`src/rtl/sleep_clock_ctrl.sv`:
```
`default_nettype none
// ============================================================================
// Module   : sleep_clock_ctrl
// Purpose  : CPU sleep / clock-enable controller with a prescaled sleep timer
//            and masked early-wake sources. Produces a registered clock enable.
// Revision : 1.0 - initial release
// ============================================================================
module sleep_clock_ctrl #(
    parameter int COUNT_W  = 16,
    parameter int DIV_W    = 5,
    parameter int NUM_WAKE = 4
) (
    input  logic                clk,
    input  logic                reset,
    input  logic                run_en,
    input  logic                sleep_req,
    input  logic [COUNT_W-1:0]  sleep_value,
    input  logic [DIV_W-1:0]    sleep_div,
    input  logic [NUM_WAKE-1:0] wake_mask,
    input  logic [NUM_WAKE-1:0] wake_src,
    output logic                cpu_clk_en,
    output logic                asleep,
    output logic [COUNT_W-1:0]  remaining,
    output logic                done,
    output logic                woke,
    output logic [NUM_WAKE-1:0] wake_cause
);

    typedef enum logic [0:0] {
        ST_RUN   = 1'b0,
        ST_SLEEP = 1'b1
    } state_t;

    state_t                state_q, state_d;
    logic [COUNT_W-1:0]    remaining_q, remaining_d;
    logic [DIV_W-1:0]      presc_q, presc_d;
    logic [DIV_W-1:0]      div_q, div_d;
    logic                  clk_en_q, clk_en_d;
    logic                  asleep_q, asleep_d;
    logic                  done_q, done_d;
    logic                  woke_q, woke_d;
    logic [NUM_WAKE-1:0]   cause_q, cause_d;
    logic [NUM_WAKE-1:0]   wake_hit;

    assign wake_hit = wake_src & wake_mask;

    // Two nested counters (prescaler inside tick count) avoid forming V*(D+1).
    always_comb begin
        state_d     = state_q;
        remaining_d = remaining_q;
        presc_d     = presc_q;
        div_d       = div_q;
        clk_en_d    = clk_en_q;
        asleep_d    = asleep_q;
        done_d      = 1'b0;
        woke_d      = 1'b0;
        cause_d     = cause_q;

        case (state_q)
            ST_RUN: begin
                clk_en_d = run_en;
                if (sleep_req && run_en) begin
                    if (sleep_value != '0) begin
                        state_d     = ST_SLEEP;
                        remaining_d = sleep_value;
                        presc_d     = sleep_div;
                        div_d       = sleep_div;
                        cause_d     = '0;
                        clk_en_d    = 1'b0;
                        asleep_d    = 1'b1;
                    end else begin
                        done_d = 1'b1;
                    end
                end
            end
            ST_SLEEP: begin
                if (!run_en) begin
                    clk_en_d = 1'b0;
                end else if (|wake_hit) begin
                    // Wake takes priority over a timeout in the same cycle.
                    state_d     = ST_RUN;
                    remaining_d = '0;
                    presc_d     = '0;
                    clk_en_d    = 1'b1;
                    asleep_d    = 1'b0;
                    woke_d      = 1'b1;
                    cause_d     = wake_hit;
                end else if (presc_q != '0) begin
                    presc_d = presc_q - DIV_W'(1);
                end else if (remaining_q == COUNT_W'(1)) begin
                    state_d     = ST_RUN;
                    remaining_d = '0;
                    clk_en_d    = 1'b1;
                    asleep_d    = 1'b0;
                    done_d      = 1'b1;
                end else begin
                    remaining_d = remaining_q - COUNT_W'(1);
                    presc_d     = div_q;
                end
            end
            default: begin
                state_d = ST_RUN;
            end
        endcase
    end

    always_ff @(posedge clk) begin
        if (reset) begin
            state_q     <= ST_RUN;
            remaining_q <= '0;
            presc_q     <= '0;
            div_q       <= '0;
            clk_en_q    <= 1'b0;
            asleep_q    <= 1'b0;
            done_q      <= 1'b0;
            woke_q      <= 1'b0;
            cause_q     <= '0;
        end else begin
            state_q     <= state_d;
            remaining_q <= remaining_d;
            presc_q     <= presc_d;
            div_q       <= div_d;
            clk_en_q    <= clk_en_d;
            asleep_q    <= asleep_d;
            done_q      <= done_d;
            woke_q      <= woke_d;
            cause_q     <= cause_d;
        end
    end

    assign cpu_clk_en = clk_en_q;
    assign asleep     = asleep_q;
    assign remaining  = remaining_q;
    assign done       = done_q;
    assign woke       = woke_q;
    assign wake_cause = cause_q;

endmodule
`default_nettype wire
```
`config.mk`:
```
export PLATFORM = sky130hd
export DESIGN_NAME = sleep_clock_ctrl
export DESIGN_NICKNAME = d
export VERILOG_FILES = /design/src/rtl/sleep_clock_ctrl.sv
export SDC_FILE = /design/constraint.sdc
export NUM_CORES = 1
export LEC_CHECK = 0
export ABC_CLOCK_PERIOD_IN_PS = 2850
export CELL_PAD_IN_SITES_DETAIL_PLACEMENT = 1
export CELL_PAD_IN_SITES_GLOBAL_PLACEMENT = 1
export CORE_MARGIN = 1.5
export CORE_UTILIZATION = 30
export CTS_CLUSTER_DIAMETER = 120
export DETAILED_ROUTE_END_ITERATION = 10
export GPL_TIMING_DRIVEN = 0
export PLACE_DENSITY_LB_ADDON = 0.1
export SLEW_MARGIN = 20
export SYNTH_ARGS = -nofsm -noshare
export SYNTH_HDL_FRONTEND = slang
export SYNTH_SLANG_ARGS = --single-unit
```
`constraint.sdc`:
```
create_clock -name clk -period 2.85 [get_ports clk]
set_input_delay 0.57 -clock clk [delete_from_list [all_inputs] [get_ports clk]]
set_output_delay 0.57 -clock clk [all_outputs]
set_load 0.005 [all_outputs]
```
==> run summary <==
chip width -> 85.0 um
crit start category -> input port
Hold Startpoint -> wake_cause[2]
clk slew on worst S/H paths -> 0.08 ns
post-route worst setup slack -> 0.182 ns
Final setup viols -> 0
CTS sink count -> 35
DR vias/cell -> 5.67
design area -> 2770 um2
H-tree levels -> 2
PortBufs -> 55
# diodes -> 0
DR pass1 iterations -> 10
Logic pwr share -> 29.0%
share of cells above drive strength 1 -> 8.47%
Worst Tran Pin Value -> 0.849 ns
final WL -> 6.83 mm
CP endpoint kind -> flip-flop
maxcap violations -> 0
switching share of power -> 32.7%
cell taking the most area after synthesis -> dfxtp_1
register area share after synthesis -> 34.8%
Achievable Freq -> 375 MHz
row cnt -> 29
Mean Syn Cell Area -> 8.23 um2
Max-slew headroom -> 42.9%
Placer Congestion -> 0.842
net switching power -> 0.449 mW
Internal -> 0.924 mW
1st-iter DRT viols -> 127
first-pass GRT wire length -> 11.2 mm
Total GRT Usage -> 19.8%
worst r2r src -> remaining[1]
CP startpoint -> wake_src[0]
Routed Antenna Nets -> 0
placed inst area -> 2660 um2
Top Ports -> 57
Clock Skew -> 0.00905 ns
Max Slew Vio Count -> 0
Wirelength per Cell -> 17.8 um
pin count of the biggest net entering global routing -> 12
status -> finished, violations left
worst hold path class -> reg -> reg
WS Path Type -> in -> reg
share of the synthesized area in the top cell type -> 34.8%
failing checks -> design-rule violations
Vias -> 2178
#FFs+latches synth -> 35
TritonCTS Buffers -> 5
minimum clock period -> 2.67 ns
Pwr Total -> 1.37 mW
Final #Nets -> 342
Worst-Skew Late Latency -> 0.30 ns
most common cell in the synthesized netlist -> dfxtp_1
P_leak -> 0.977 nW
Final HPWL DP -> 5.11 mm
Final Hold Fails -> 0
unrepaired setup endpoints after global routing -> no
Commonest cells post-synth -> dfxtp_1 (35), a21oi_1 (22), inv_1 (19), nand2_1 (16), nor2_1 (16)
EDFF count, synth -> 0
Synth Flop Type -> dfxtp_1
Layout area overhead -> 37.4%
cell count after synthesis -> 245
initial core utilization -> 31.4%
Core Area -> 6420 um2
Ys Warns -> 0
Clk pwr share -> 30.9%
total die area -> 7220 um2
TritonCTS clock tree -> yes
Netlist cell types -> 46
pwr/cell area -> 496 nW/um2
CP max FO -> 10
ys async rst share -> 0%
synthesized area -> 2020 um2
CTS Hold Bufs -> 0
clock buffer depth -> 2
top area cells in the synthesized netlist -> dfxtp_1 (35%), o32ai_1 (6.5%), a21oi_1 (5.5%), nor4_1 (3.7%), inv_1 (3.5%)
crit share post-route -> 93.6%
vias in the first global route -> 2200
clock root buffer -> clkbuf_8
sequential power share -> 40.1%
Post-Synthesis Net Count -> 281
Die Y -> 85.0 um
Worst Path Arrival -> 2.88 ns
CP required -> 3.06 ns
gr ovfl total -> 0
antenna violations before repair -> 0
drc violations -> 7
pre-CTS setup slack -> -0.295 ns
Peak VDD IR -> 0.210 mV
flip-flops by register name, summed over array words and instances, names as in the netlist:
register and flops:
remaining 16, div_q 5, presc_q 5, wake_cause 4
asleep 1, cpu_clk_en 1, done 1, state_q 1
woke 1
cells by family after synthesis:
| kind of cell | synth area share, % |
|---|---|
| multiplexers | 2.48 |
| flip-flops | 34.8 |
| adder cells (fa/ha/maj) | 1.86 |
| AND/OR/NAND/NOR | 24.3 |
| buffers and inverters | 7.01 |
| AO/OA/AOI/OAI | 29.6 |
repair_timing:
action,4_1_cts,5_1_grt
resized for setup,0,1
setup endpoints to repair,0,11
buffers inserted,0,0
metrics by stage:
step | TNS [ns] | hold WS, ns | util [%] | std cells
finish | 0 | 0.452 | 43.1 | 384
global route | 0 | 0.493 | 43.1 | 384
CTS | 0 | 0.461 | 43.1 | 385
detailed placement | -2.71 | 0.442 | 41.5 | 377
global placement | -3.14 | 0.436 | 41.5 | 377
floorplan | 0 | 0.449 | - | 245
worst paths after layout:
kind / to / slack (ns) / cells after the start
worst max-delay path: remaining[15] / 0.18 / 7
worst min-delay path: wake_cause[2] / 0.45 / 2
worst max register to register: cpu_clk_en / 0.45 / 9
worst min register to register: wake_cause[2] / 0.45 / 2
worst max-delay path: stages:
cell	delay, ns
clkdlybuf4s50_1	0.44
a22oi_1	0.27
nand3_1	0.21
buf_2	0.27
nor4_1	0.77
a32oi_1	0.20
o32ai_1	0.15
routing by layer:
layer	GRT usage, %	part of all wire (%)	vias up
li1	-	-	1063
met1	28.0	51	1053
met2	31.0	44	56
met3	3.60	4.3	6
met4	5.07	1.1	0
met5	0	0	-
power by group through the flow:
stage | clock network (mW) | registers (mW) | logic [mW]
after global placement | 0 | 0.562 | 0.393
final | 0.424 | 0.551 | 0.398
after CTS | 0.439 | 0.551 | 0.399
after detailed placement | 0 | 0.562 | 0.397
after global routing | 0.455 | 0.557 | 0.439
after floorplan | 0 | 0.557 | 0.230
placed cells by master (no fill, tap or decap), types with 2 or more instances in the layout:
cell,instances
clkdlybuf4s50_1,55
dfxtp_1,35
a21oi_1,22
inv_1,19
nor2_1,16
nand2_1,16
o32ai_1,15
nor4_1,11
nor3_1,10
o21ai_0,10
nand2b_1,8
clkbuf_1,7
a211oi_1,7
clkbuf_8,7
a22oi_1,6
buf_2,5
mux2i_1,5
or3_1,4
a32oi_1,4
nand3_1,3
and2_1,3
a31oi_1,3
ha_1,3
buf_4,2
nor4_2,2
nand4_1,2
or2_2,2
a22o_1,2
a221oi_1,2
a211oi_2,2
layout make-up:
cell class                      instances  area [um2]
Inverter                               19        71.3
Sequential cell                        35         701
Clock inverter                          1        7.51
Timing Repair Buffer                   55         551
Fill cell                             778        3650
Clock buffer                            7        96.3
Tap cell                               77        96.3
Multi-Input combinational cell        176        1180
Buffer                                 14        66.3
No activity file was read; power rests on OpenSTA's default activity.
